**src/rtl/mini68k_opfetch_if.sv**
```systemverilog
// Decoded-instruction handshake bundle between the decoder and the operand-fetch stage.
interface mini68k_opfetch_if;
    logic        in_valid;
    logic        in_ready;
    logic [3:0]  in_op;
    logic [2:0]  in_dst;
    logic [2:0]  in_src;
    logic        in_use_imm;
    logic [31:0] in_imm;
    logic [1:0]  in_size;

    modport master (
        output in_valid, in_op, in_dst, in_src, in_use_imm, in_imm, in_size,
        input  in_ready
    );

    modport slave (
        input  in_valid, in_op, in_dst, in_src, in_use_imm, in_imm, in_size,
        output in_ready
    );
endinterface

```
**src/rtl/mini68k_opfetch.sv**
```systemverilog
// Operand-fetch / writeback stage around mini68k_alu: owns D0-D7 and the CCR.
// Define MINI68K_OPFETCH_BYPASS_EN to accept the next instruction during writeback.
module mini68k_opfetch #(
    parameter int ALU_LAT = 1,
    parameter int NREGS   = 8
) (
    input  logic                 clk,
    input  logic                 rst,
    mini68k_opfetch_if.slave     bus,
    output logic [3:0]           alu_op,
    output logic [31:0]          alu_a,
    output logic [31:0]          alu_b,
    input  logic [31:0]          alu_result,
    input  logic [4:0]           alu_ccr,
    output logic                 done,
    output logic                 err,
    output logic [4:0]           ccr_out,
    input  logic [2:0]           dbg_sel,
    output logic [31:0]          dbg_data
);

    typedef enum logic [1:0] {IDLE, EXEC, WB} state_t;

    localparam logic [1:0] LAT_LAST = 2'(ALU_LAT - 1);
`ifdef MINI68K_OPFETCH_BYPASS_EN
    localparam logic WB_READY = 1'b1;
`else
    localparam logic WB_READY = 1'b0;
`endif

    state_t      state;
    logic        ready_q;
    logic [1:0]  cnt;
    logic [3:0]  op_q;
    logic [2:0]  dst_q;
    logic [1:0]  size_q;
    logic [31:0] dreg [NREGS];

    logic [31:0] wb_val;
    logic [31:0] opnd_a;
    logic [31:0] opnd_b;

    function automatic logic [31:0] size_merge(input logic [31:0] old, input logic [31:0] res,
                                               input logic [1:0] sz);
        case (sz)
            2'b00:   return {old[31:8], res[7:0]};
            2'b01:   return {old[31:16], res[15:0]};
            default: return res;
        endcase
    endfunction

    // N/Z come from the sized result, V/C from the ALU; logical ops leave X alone.
    function automatic logic [4:0] ccr_next(input logic [4:0] cur, input logic [4:0] fl,
                                            input logic [31:0] res, input logic [1:0] sz,
                                            input logic [3:0] op);
        logic n, z, x;
        case (sz)
            2'b00:   begin n = res[7];  z = (res[7:0]  == 8'd0);  end
            2'b01:   begin n = res[15]; z = (res[15:0] == 16'd0); end
            default: begin n = res[31]; z = (res == 32'd0);       end
        endcase
        x = (op == 4'd0 || op == 4'd1 || op == 4'd6 || op == 4'd7) ? fl[4] : cur[4];
        return {x, n, z, fl[1:0]};
    endfunction

    assign wb_val      = size_merge(dreg[dst_q], alu_result, size_q);
    assign bus.in_ready = ready_q;
    assign dbg_data    = dreg[dbg_sel];

    always_comb begin
        opnd_a = dreg[bus.in_dst];
        opnd_b = bus.in_use_imm ? bus.in_imm : dreg[bus.in_src];
`ifdef MINI68K_OPFETCH_BYPASS_EN
        if (state == WB && bus.in_dst == dst_q)
            opnd_a = wb_val;
        if (state == WB && !bus.in_use_imm && bus.in_src == dst_q)
            opnd_b = wb_val;
`endif
    end

    always_ff @(posedge clk) begin
        if (rst) begin
            state   <= IDLE;
            ready_q <= 1'b1;
            cnt     <= 2'd0;
            op_q    <= 4'd0;
            dst_q   <= 3'd0;
            size_q  <= 2'd0;
            alu_op  <= 4'd0;
            alu_a   <= 32'd0;
            alu_b   <= 32'd0;
            done    <= 1'b0;
            err     <= 1'b0;
            ccr_out <= 5'd0;
            for (int i = 0; i < NREGS; i++)
                dreg[i] <= 32'd0;
        end else begin
            done <= 1'b0;
            err  <= 1'b0;
            case (state)
                EXEC: begin
                    cnt <= cnt + 2'd1;
                    if (cnt == LAT_LAST) begin
                        state   <= WB;
                        done    <= 1'b1;
                        ready_q <= WB_READY;
                    end
                end
                WB: begin
                    dreg[dst_q] <= wb_val;
                    ccr_out     <= ccr_next(ccr_out, alu_ccr, alu_result, size_q, op_q);
                    state       <= IDLE;
                    ready_q     <= 1'b1;
                end
                default: ;
            endcase
            // Acceptance overrides the WB -> IDLE return when back-to-back issue is enabled.
            if (bus.in_valid && ready_q) begin
                if (bus.in_size == 2'b11) begin
                    err <= 1'b1;
                end else begin
                    alu_op  <= bus.in_op;
                    alu_a   <= opnd_a;
                    alu_b   <= opnd_b;
                    op_q    <= bus.in_op;
                    dst_q   <= bus.in_dst;
                    size_q  <= bus.in_size;
                    cnt     <= 2'd0;
                    state   <= EXEC;
                    ready_q <= 1'b0;
                end
            end
        end
    end

endmodule

```
**src/flat_wrapper.sv**
```systemverilog
// flat-port wrapper written by rule: the top's interface ports become plain ports
module mini68k_opfetch_flat 
#(
    parameter int ALU_LAT = 1,
    parameter int NREGS   = 8
)
  (clk, rst, alu_op, alu_a, alu_b, alu_result, alu_ccr, done, err, ccr_out, dbg_sel, dbg_data, bus_in_valid, bus_in_op, bus_in_dst, bus_in_src, bus_in_use_imm, bus_in_imm, bus_in_size, bus_in_ready);
  mini68k_opfetch_if bus_i ();
  input  logic clk;
  input  logic rst;
  output logic [3:0] alu_op;
  output logic [31:0] alu_a;
  output logic [31:0] alu_b;
  input  logic [31:0] alu_result;
  input  logic [4:0] alu_ccr;
  output logic done;
  output logic err;
  output logic [4:0] ccr_out;
  input  logic [2:0] dbg_sel;
  output logic [31:0] dbg_data;
  input wire logic [$bits(bus_i.in_valid)-1:0] bus_in_valid;
  input wire logic [$bits(bus_i.in_op)-1:0] bus_in_op;
  input wire logic [$bits(bus_i.in_dst)-1:0] bus_in_dst;
  input wire logic [$bits(bus_i.in_src)-1:0] bus_in_src;
  input wire logic [$bits(bus_i.in_use_imm)-1:0] bus_in_use_imm;
  input wire logic [$bits(bus_i.in_imm)-1:0] bus_in_imm;
  input wire logic [$bits(bus_i.in_size)-1:0] bus_in_size;
  output wire logic [$bits(bus_i.in_ready)-1:0] bus_in_ready;
  assign bus_i.in_valid = bus_in_valid;
  assign bus_i.in_op = bus_in_op;
  assign bus_i.in_dst = bus_in_dst;
  assign bus_i.in_src = bus_in_src;
  assign bus_i.in_use_imm = bus_in_use_imm;
  assign bus_i.in_imm = bus_in_imm;
  assign bus_i.in_size = bus_in_size;
  assign bus_in_ready = bus_i.in_ready;
  mini68k_opfetch #(.ALU_LAT(ALU_LAT), .NREGS(NREGS)) u_core (.clk(clk), .rst(rst), .bus(bus_i), .alu_op(alu_op), .alu_a(alu_a), .alu_b(alu_b), .alu_result(alu_result), .alu_ccr(alu_ccr), .done(done), .err(err), .ccr_out(ccr_out), .dbg_sel(dbg_sel), .dbg_data(dbg_data));
endmodule
```
**config.mk**
```make
export PLATFORM = sky130hd
export DESIGN_NAME = mini68k_opfetch_flat
export DESIGN_NICKNAME = d
export VERILOG_FILES = /design/src/rtl/mini68k_opfetch_if.sv /design/src/rtl/mini68k_opfetch.sv /design/src/flat_wrapper.sv
export SDC_FILE = /design/constraint.sdc
export NUM_CORES = 1
export LEC_CHECK = 0
export CORE_MARGIN = 5
export CORE_UTILIZATION = 30
export DETAILED_ROUTE_END_ITERATION = 10
export GPL_ROUTABILITY_DRIVEN = 0
export PLACE_DENSITY_LB_ADDON = 0.2
export SLEW_MARGIN = 20
export SYNTH_ARGS = -nofsm -noshare
export SYNTH_HDL_FRONTEND = slang
export SYNTH_SLANG_ARGS = --single-unit
```
**constraint.sdc**
```tcl
create_clock -name clk -period 5.7 [get_ports clk]
set_clock_uncertainty 0.1 [all_clocks]
set_input_delay 1.425 -clock clk [delete_from_list [all_inputs] [get_ports clk]]
set_output_delay 1.425 -clock clk [all_outputs]
set_load 0.05 [all_outputs]
```
==> impl_results.md, run 1 <==
* Antenna violations before repair at 8
* Diode count at 0
* Total Wirelength at 70400 um
* Max Freq at 200 MHz
* Worst-path clk slew at 60 ps
* Routed vias/inst at 5.51
* Avg Cell Area, Syn at 13.4 sq um
* FP Rows at 91
* RSZ-0062 raised after global routing: false
* Crit Path Class: in -> out
* Max_cap viols at 0
* GR Overflow Total at 0
* Seq/Total Area, Yosys at 50.3%
* Placed inst area at 21500 sq um
* Starting Density at 30.3%
* Layout cells sized above 1 at 22.5%
* Post-synth ARST share at 0%
* Fillers at 5987
* Slew HR at 24.7%
* Via count at 13.4k
* Final setup fails at 0
* Design Area, Final at 22900 sq um
* Ports at 196
* Post-layout min period at 4990 ps
* Worst-Skew Late Latency at 580 ps
* CTS H-tree lvls at 2
* Crit path arrival time at 3470 ps
* Setup tns final at 0 ps
* Antenna Violating Nets Remaining at 0
* DR iter-0 viols at 1106
* Reg2reg path depth at 5
* Main flop type after synthesis: edfxtp_1
* Critical Path Fanout Max at 32
* CTS Hold Bufs at 0
* Synth Cell Area at 18700 sq um
* Synth cell types at 47
* Worst slew pin tran at 1130 ps
* Final period util at 87.6%
* # DRC at 0
* Slowest-stage cell, CP: clkdlybuf4s50_1
* Yosys reg bits at 341
* Worst hold path type: reg -> reg
* CP peak stage delay at 710 ps
* Syn Inst Count at 1393
* Status: completed
* CP Launch Point: dbg_sel[0]
* Syn nets at 1484
* Hold Violations, Final at 0
* IO Port Bufs at 193
* WHS Path Cells at 1
* Setup crit end kind: output port
* Core area at 61700 sq um
* DP HPWL at 43700 um
* Die Ht at 260 um
* Area of the die at 67400 sq um
* CTS tree: yes
* Post-CTS Setup Bufs at 0
* Multi-input combinational cell area at 8680 sq um
* Worst Hold Endpoint: u_core.alu_b[6]
* Worst r2r dst: u_core.dreg[4][16]
* Largest net degree at the start of global routing at 116
* Routed len/inst at 29.0 um
* EDFF count, synth at 256
* Register area at 9390 sq um
* TritonCTS Buffers at 42
* Layout area overhead at 22.6%
* Hold Path Origin: u_core.alu_b[6]
* Nature of the critical path startpoint: input port
* Max Transition Viols Final at 0
* CTS root buffer: clkbuf_16
* CTS max path bufs at 3
* Total GRT Usage at 20.5%
* DR pass1 iterations at 5
* Die Wd at 260 um
* R2R Path Start: u_core.state[0]
* Worst Path Buf+Inv at 3
* Post-cts sizing count at 0
* Flop-to-flop setup slack at 2480 ps
* Top delay family on crit path: buffers and inverters
* Worst VDD drop at 0.185 mV
* Synth warn at 0
* First-pass GRT wire length at 100000 um
* Power Density at 302 nW/um^2
* Nets at 1648
* CP Cell Sequence: buf_4 -> buf_12 -> mux4_2 -> mux2_2 -> clkdlybuf4s50_1
* CP Data Required Time at 4180 ps
* # clock sinks at 341
* Number of global-route vias before repair at 13.9k
* Leakage power total at 0.00863 uW
[final cells by class]
type | count | area share, %
clock buffers | 59 | 5.28
clock inverters | 19 | 0.846
inverters | 5 | 0.0819
multi-input cells | 920 | 37.9
flip-flops and latches | 341 | 41.0
well taps | 837 | 4.57
repair buffers | 247 | 10.4
[registers in the layout, indices dropped and copies added, names as in the netlist, 2 cells and up]
signal / cells
u_core.ccr_out: 5
u_core.dst_q: 3
u_core.cnt: 2
u_core.op_q: 4
u_core.state: 2
u_core.dreg: 256
u_core.size_q: 2
u_core.alu_a: 32
u_core.alu_b: 32
[through the flow]
step | cells | total power (uW) | worst slack, ps | hold WS [ps] | utilization (%)
global placement | 2350 | 4220 | 704 | 348 | 34.9
detailed placement | 2350 | 4230 | 712 | 352 | 34.9
floorplan | 1393 | 3690 | 1330 | 366 | -
CTS | 2428 | 6990 | 705 | 372 | 37.1
finish | 2428 | 6930 | 708 | 370 | 37.1
global route | 2428 | 7160 | 646 | 379 | 37.1
[worst max-delay path by stage]
stage                   endpoint  slack [ps]  cells past startpoint
floorplan            dbg_data[0]        1330                      4
global placement     dbg_data[4]         700                      5
detailed placement   dbg_data[5]         710                      5
CTS                  dbg_data[4]         700                      5
global route        dbg_data[15]         650                      5
finish              dbg_data[15]         710                      5
[worst reg2reg max path, delay by kind of cell (launching register included)]
| family | cells | cell delay (ps) |
|---|---|---|
| adder cells (fa/ha/maj) | 1 | 560 |
| AO/OA/AOI/OAI | 1 | 880 |
| AND/OR/NAND/NOR | 2 | 910 |
| flip-flops | 1 | 330 |
| buffers and inverters | 1 | 60 |
[cell usage in the layout, fill, tap and decap left out, types with 4 or more instances in the layout]
master,netlist,layout
buf_12,0,8
a21oi_1,26,26
o31ai_1,15,15
nor4_1,8,8
clkbuf_1,70,11
bufinv_16,0,4
buf_2,34,6
clkdlybuf4s50_1,0,173
o22ai_1,62,62
inv_1,5,5
or2_2,17,17
clkinv_2,0,7
nand2_1,36,35
buf_4,11,60
clkbuf_16,0,45
clkinv_1,0,6
nor3_1,58,57
edfxtp_1,256,256
and2_1,103,103
o2bb2ai_1,15,15
mux4_2,161,161
o211ai_1,16,16
and2b_4,4,4
dfxtp_1,85,84
and3_1,158,158
mux2i_1,68,68
a21o_1,9,9
nor2_1,47,46
mux2_2,32,32
nand2b_1,51,51
[synthesized netlist by cell type, types with 2 or more instances]
| cell | number | share of area (%) |
|---|---|---|
| nand2b_1 | 51 | 1.7 |
| inv_1 | 5 | 0.10 |
| buf_6 | 6 | 0.36 |
| o211ai_1 | 16 | 0.64 |
| or2_2 | 17 | 0.57 |
| nor3b_1 | 2 | 0.080 |
| and2_1 | 103 | 3.4 |
| nor3b_2 | 2 | 0.13 |
| buf_4 | 11 | 0.44 |
| clkbuf_2 | 2 | 0.054 |
| clkbuf_1 | 70 | 1.4 |
| or3_1 | 2 | 0.067 |
| o21ai_0 | 3 | 0.080 |
| edfxtp_1 | 256 | 41 |
| and3_1 | 158 | 5.3 |
| o2bb2ai_1 | 15 | 0.70 |
| dfxtp_1 | 85 | 9.1 |
| nand4_1 | 2 | 0.067 |
| buf_1 | 4 | 0.080 |
| nand2_1 | 36 | 0.72 |
| nor4_4 | 2 | 0.23 |
| mux2_2 | 32 | 1.9 |
| and2b_4 | 4 | 0.21 |
| mux4_2 | 161 | 19 |
| nor2_1 | 47 | 0.94 |
| nor4_1 | 8 | 0.27 |
| nor2b_1 | 3 | 0.10 |
| nand4b_1 | 3 | 0.14 |
| buf_2 | 34 | 0.91 |
| nand3b_1 | 2 | 0.080 |
| o31ai_1 | 15 | 0.60 |
| mux2i_1 | 68 | 3.6 |
| a21o_1 | 9 | 0.36 |
| nor3_1 | 58 | 1.6 |
| o22ai_1 | 62 | 2.1 |
| a21oi_1 | 26 | 0.70 |
| ha_1 | 3 | 0.20 |
[kinds of logic (layout without fill, tap and decap cells)]
| family | after synthesis | count (layout) | share of synthesized area, % |
|---|---|---|---|
| and+or+nand+nor | 503 | 503 | 15.7 |
| DFF | 341 | 341 | 50.3 |
| muxes | 261 | 261 | 25.0 |
| AOI/OAI and AO/OA | 151 | 151 | 5.39 |
| buffers and inverters | 132 | 330 | 3.36 |
| adders and majority gates | 3 | 3 | 0.201 |
| xor gates and xnor gates | 2 | 2 | 0.0938 |
[routing by layer]
metal | global-route usage, % | vias to the layer above | part of all wire, %
met1 | 27.3 | 6851 | 42
met2 | 33.0 | 562 | 47
li1 | - | 5815 | -
met4 | 6.66 | 8 | 3.5
met3 | 4.97 | 132 | 7.6
met5 | 0 | - | 0.070
[report_power, final]
| part | switching [uW] | internal, uW |
|---|---|---|
| Sequential | 94.6 | 2790 |
| Clock | 1100 | 1660 |
| Combinational | 806 | 478 |
(Power assumes the default switching activity.)
==> run 2: changes to the inputs <==
- CORE_UTILIZATION: 30 -> 62
==> run 2 against run 1 <==
Die area shrank 50%. Largest power group unchanged. Clock power shrank 11%. Wire length shrank 18%. Fmax shrank 0.39%. Critical path type unchanged.
==> impl_results.md, run 2 (same netlist as run 1, synthesis figures left out) <==
* Layout area overhead at 18.3%
* Post-CTS Setup Bufs at 0 (unchanged)
* FP Rows at 63 (-31%)
* Routed vias/inst at 7.18 (+30%)
* GR Overflow Total at 0 (unchanged)
* Register area at 9390 sq um (about the same)
* Post-cts sizing count at 0 (unchanged)
* Crit Path Class: in -> out
* Via count at 14.1k (+5.4%)
* Die Ht at 184 um (-29%)
* Ports at 196 (unchanged)
* Setup WS post-layout at 689 ps (-19.7 ps)
* Final setup fails at 0 (unchanged)
* Final period util at 87.9% (+0.34 points)
* Dpl ws at 705 ps (-7.20 ps)
* Area of the die at 33700 sq um (-50%)
* CTS root buffer: clkbuf_16
* Largest register by flop count: u_core.dreg
* Critical Path Fanout Max at 38 (+19%)
* Worst-path clk slew at 60 ps (about the same)
* Status: completed
* Worst VDD drop at 0.245 mV (+33%)
* Number of global-route vias before repair at 14.0k (+0.96%)
* Max Transition Viols Final at 0 (unchanged)
* Post-layout min period at 5010 ps (+19.7 ps)
* DR iter-0 viols at 2156 (+95%)
* Design Area, Final at 22100 sq um (-3.5%)
* Core area at 29700 sq um (-52%)
* DP HPWL at 35700 um (-18%)
* Fillers at 1902 (-68%)
* Crit path arrival time at 3490 ps (+20 ps)
* Largest net degree at the start of global routing at 76 (-34%)
* Max_cap viols at 0 (unchanged)
* Commonest non-fill, non-tap cell in the layout: edfxtp_1
* Setup crit end kind: output port
* Layout cells sized above 1 at 21.2% (-1.3 points)
* Worst hold path type: reg -> reg
* Flop-to-flop setup slack at 2310 ps (-170 ps)
* Antenna Violating Nets Remaining at 0 (unchanged)
* First-pass GRT wire length at 85800 um (-14%)
* IO Port Bufs at 193 (unchanged)
* TritonCTS Buffers at 38 (-9.5%)
* Leakage power total at 0.00846 uW (-1.9%)
* Worst-Skew Late Latency at 530 ps (-50 ps)
* Antenna violations before repair at 2 (-6)
* CTS tree: yes
* Routed len/inst at 29.5 um (+1.6%)
* Nets at 1633 (-0.91%)
* Max reg flops at 256 (unchanged)
* CTS max path bufs at 3 (unchanged)
* Most frequent cells in the layout: edfxtp_1 (256), clkdlybuf4s50_1 (183), mux4_2 (161)
* CTS Hold Bufs at 0 (unchanged)
* # DRC at 0 (unchanged)
* Total Wirelength at 57900 um (-18%)
* Max Freq at 200 MHz (-0.39%)
* Multi-input combinational cell area at 8680 sq um (about the same)
* Total GRT Usage at 33.9% (+13 points)
* Total power draw at 6590 uW (-5.0%)
* Placed inst area at 20800 sq um (-3.1%)
* Regs by FF count: u_core.dreg (256), u_core.alu_a (32), u_core.alu_b (32)
* DR pass1 iterations at 5 (unchanged)
* Starting Density at 62.9% (+33 points)
* Nature of the critical path startpoint: input port
* Power Density at 298 nW/um^2 (-1.5%)
* CTS H-tree lvls at 2 (unchanged)
* Die Wd at 184 um (-29%)
* Slew HR at 20.9% (-3.8 points)
* Worst slew pin tran at 1180 ps (+54.7 ps)
* # clock sinks at 341 (unchanged)
* CP Data Required Time at 4180 ps (about the same)
* RSZ-0062 raised after global routing: false
* Setup tns final at 0 ps (unchanged)
* Hold Violations, Final at 0 (unchanged)
## run 2: changes by cell type in the layout (fill, tap and decap cells not counted), sizes merged
| cell | before | now |
|---|---|---|
| inv | 5 | 6 |
| clkdlybuf4s50 | 173 | 183 |
| clkbuf | 59 | 56 |
| diode | 0 | 1 |
| clkinvlp | 1 | 3 |
| clkinv | 14 | 8 |
| buf | 74 | 53 |
| bufinv | 4 | 2 |
## run 2: per-stage QoR
step,hold slack [ps],utilization [%],instances
5_1_grt,387,74.4,1963
2_1_floorplan,366,-,1393
6_report,362,74.4,1963
3_3_place_gp,345,70.1,1892
3_5_place_dp,348,70.1,1892
4_1_cts,366,74.3,1962
## run 2: final cells by class
type / instances / share of cell area, %
Sequential cell: 341 / 42.5
Clock inverter: 14 / 0.617
Timing Repair Buffer: 236 / 10.2
Tap cell: 390 / 2.21
Antenna cell: 1 / 0.0113
Inverter: 5 / 0.0849
Clock buffer: 56 / 5.08
Multi-Input combinational cell: 920 / 39.3
## run 2: worst paths after layout
check              startpoint                 end  cells past startpoint
max                dbg_sel[0]        dbg_data[31]                      5
min          u_core.alu_b[13]    u_core.alu_b[13]                      1
max reg2reg   u_core.state[0]  u_core.dreg[2][21]                      6
min reg2reg  u_core.alu_b[13]    u_core.alu_b[13]                      1
## run 2: where the power goes
part | total, uW | switching [uW] | internal (uW)
Clock | 2470 | 1000 | 1460
Combinational | 1230 | 755 | 471
Sequential | 2890 | 102 | 2790
## run 2: critical path: stages
cell and delay, ps:
buf_4 110, buf_12 290, mux4_2 560, mux2_2 310, clkdlybuf4s50_1 720
## run 2: layer usage
layer / GRT usage (%) / up-vias / wire length [um]
met2: 53.4 / 1213 / 27100
met1: 46.6 / 6898 / 20400
met3: 8.33 / 200 / 7880
li1: - / 5780 / -
met4: 12.7 / 2 / 2480
met5: 0 / - / 8
==> run 3: changes to the inputs <==
--- a/config.mk
+++ b/config.mk
@@ -7,5 +7,5 @@
 export LEC_CHECK = 0
 export CORE_MARGIN = 5
-export CORE_UTILIZATION = 62
+export CORE_UTILIZATION = 29
 export DETAILED_ROUTE_END_ITERATION = 10
 export GPL_ROUTABILITY_DRIVEN = 0
==> constraint.sdc (replaced) <==
create_clock -name clk -period 5.7 [get_ports clk]
set_clock_uncertainty 0.1 [all_clocks]
set_input_delay 1.425 -clock clk [delete_from_list [all_inputs] [get_ports clk]]
set_output_delay 1.425 -clock clk [all_outputs]
set_load 0.005 [all_outputs]
==> run 3 against run 2 <==
Total power is 1.1% higher. Worst hold slack worse by 2.3 ps. Via count shrank 5.1%. Non-clock buffer count grew 11. Wire length grew 22%. Sequential share of layout area down 1.6 points. Core utilization decreased by 39 points. Fmax rose by 1.3%. Critical endpoint is now dbg_data[29]. Largest power group unchanged. Highest routed layer unchanged.
==> impl_results.md, run 3 (same netlist as run 1, synthesis figures left out) <==
* CTS Hold Bufs at 0 (unchanged)
* Total Wirelength at 70700 um (+22%)
* Placed Cells at 2368 (+25%)
* Leakage power total at 0.00861 uW (+1.8%)
* CTS tree: yes
* Nature of the critical path startpoint: input port
* Hold Violations, Final at 0 (unchanged)
* Max Freq at 202 MHz (+1.3%)
* Starting Density at 29.1% (-34 points)
* Power Density at 290 nW/um^2 (-2.6%)
* Worst r2r dst: u_core.dreg[5][15]
* IO Port Bufs at 193 (unchanged)
* Nets at 1648 (+0.92%)
* Layout area overhead at 22.8%
* Critical Path Fanout Max at 28 (-26%)
* Most frequent cells in the layout: edfxtp_1 (256), clkdlybuf4s50_1 (183), mux4_2 (161)
* Dpl ws at 734 ps (+29.5 ps)
* WP depth at 5 (unchanged)
* Layout cells sized above 1 at 22.0% (+0.82 points)
* TritonCTS Buffers at 42 (+11%)
* Post-layout min period at 4950 ps (-63.1 ps)
* Total GRT Usage at 19.6% (-14 points)
* Antenna violations before repair at 2 (unchanged)
* Ports at 196 (unchanged)
* Worst hold path type: reg -> reg
* Register area at 9390 sq um (about the same)
* Worst VDD drop at 0.189 mV (-23%)
* Antenna Violating Nets Remaining at 0 (unchanged)
* Fillers at 6143 (+220%)
* # clock sinks at 341 (unchanged)
* First-pass GRT wire length at 101000 um (+18%)
* Worst Path Buf+Inv at 3 (unchanged)
* Multi-input combinational cell area at 8680 sq um (about the same)
* Post-CTS Setup Bufs at 0 (unchanged)
* Max_cap viols at 0 (unchanged)
* Status: completed
* Largest register by flop count: u_core.dreg
* Setup tns final at 0 ps (unchanged)
* Largest net degree at the start of global routing at 124 (+63%)
* Max Transition Viols Final at 0 (unchanged)
* # DRC at 0 (unchanged)
* Slowest-stage cell, CP: mux4_2
* DP HPWL at 44200 um (+24%)
* CP peak stage delay at 570 ps (-150 ps)
* Area of the die at 69600 sq um (+110%)
* CTS H-tree lvls at 2 (unchanged)
* Routed len/inst at 28.9 um (-2.0%)
* Worst-Skew Late Latency at 580 ps (+50 ps)
* Regs by FF count: u_core.dreg (256), u_core.alu_a (32), u_core.alu_b (32)
* Die Ht at 264 um (+44%)
* Reg2reg path depth at 6 (unchanged)
* Via count at 13.4k (-5.1%)
* CP Launch Point: dbg_sel[0]
* Routed vias/inst at 5.46 (-24%)
* Final setup fails at 0 (unchanged)
* CP Cell Sequence: buf_4 -> buf_12 -> mux4_2 -> mux2_2 -> clkdlybuf4s50_1
* Worst slew pin tran at 1200 ps (+15.9 ps)
* R2R Path Start: u_core.state[0]
* Commonest non-fill, non-tap cell in the layout: edfxtp_1
* Critical path endpoint: dbg_data[29]
* Crit Path Class: in -> out
* Non-filler instance count after layout at 2448 (+25%)
* DR pass1 iterations at 5 (unchanged)
* Die Wd at 264 um (+44%)
* Setup crit end kind: output port
* Post-cts sizing count at 0 (unchanged)
* Number of global-route vias before repair at 13.8k (-1.3%)
* DR iter-0 viols at 1247 (-42%)
* CTS root buffer: clkbuf_16
* RSZ-0062 raised after global routing: false
* Setup WS post-layout at 752 ps (+63.1 ps)
* Flop-to-flop setup slack at 2290 ps (-20 ps)
* CP Data Required Time at 4180 ps (about the same)
* CTS max path bufs at 3 (unchanged)
* Slew HR at 20.0% (-0.87 points)
* Top delay family on crit path: buffers and inverters
* GR Overflow Total at 0 (unchanged)
* Final period util at 86.8% (-1.1 points)
* Max reg flops at 256 (unchanged)
* Worst-path clk slew at 60 ps (about the same)
* Crit path arrival time at 3420 ps (-70 ps)
* Core area at 64100 sq um (+120%)
* FP Rows at 93 (+48%)
==> run 3: how the worst min path moves through the flow <==
stage / start / endpoint / slack [ps] / depth (start not counted)
2_1_floorplan: u_core.op_q[0] / u_core.op_q[0] / 350 / 2
3_3_place_gp: u_core.alu_b[31] / u_core.alu_b[31] / 350 / 1
3_5_place_dp: u_core.op_q[0] / u_core.op_q[0] / 350 / 2
4_1_cts: u_core.op_q[0] / u_core.op_q[0] / 360 / 2
5_1_grt: u_core.alu_b[1] / u_core.alu_b[1] / 390 / 1
6_report: u_core.op_q[0] / u_core.op_q[0] / 360 / 2
==> run 3: tightest hold or removal path: stages, from the launching register on <==
cell	delay [ps]
dfxtp_1	310
nand2_1	50
a21oi_1	50
==> run 3: final cells by class <==
class,instances,share of cell area (%)
flip-flops and latches,341,40.9
multi-input cells,920,37.8
repair buffers,247,10.3
clock buffers,63,5.27
well taps,855,4.66
clock inverters,15,0.856
inverters,5,0.0818
diodes,2,0.0218
==> run 3: routing by layer <==
metal  GRT usage (%)  vias up  part of all wire (%)
met5               0        -                 0.018
met4            6.07        2                   2.8
met3            3.70      108                   7.2
met2            32.7      558                    48
met1            26.2     6895                    42
li1                -     5810                     -
==> run 3: metrics by stage <==
step / hold WS (ps) / total power, uW / cell area, sq um / utilization, %
finish: 360 / 6660 / 22900 / 35.8
global route: 388 / 6890 / 22900 / 35.8
CTS: 361 / 6720 / 22900 / 35.8
detailed placement: 349 / 3970 / 21500 / 33.6
global placement: 347 / 3960 / 21500 / 33.6
floorplan: 353 / 3440 / 18700 / -
==> run 3: power breakdown <==
part	total (uW)	internal, uW	switching (uW)
clock	2750	1650	1090
combinational	1020	478	546
sequential	2890	2790	96.6
total	6660	4920	1740
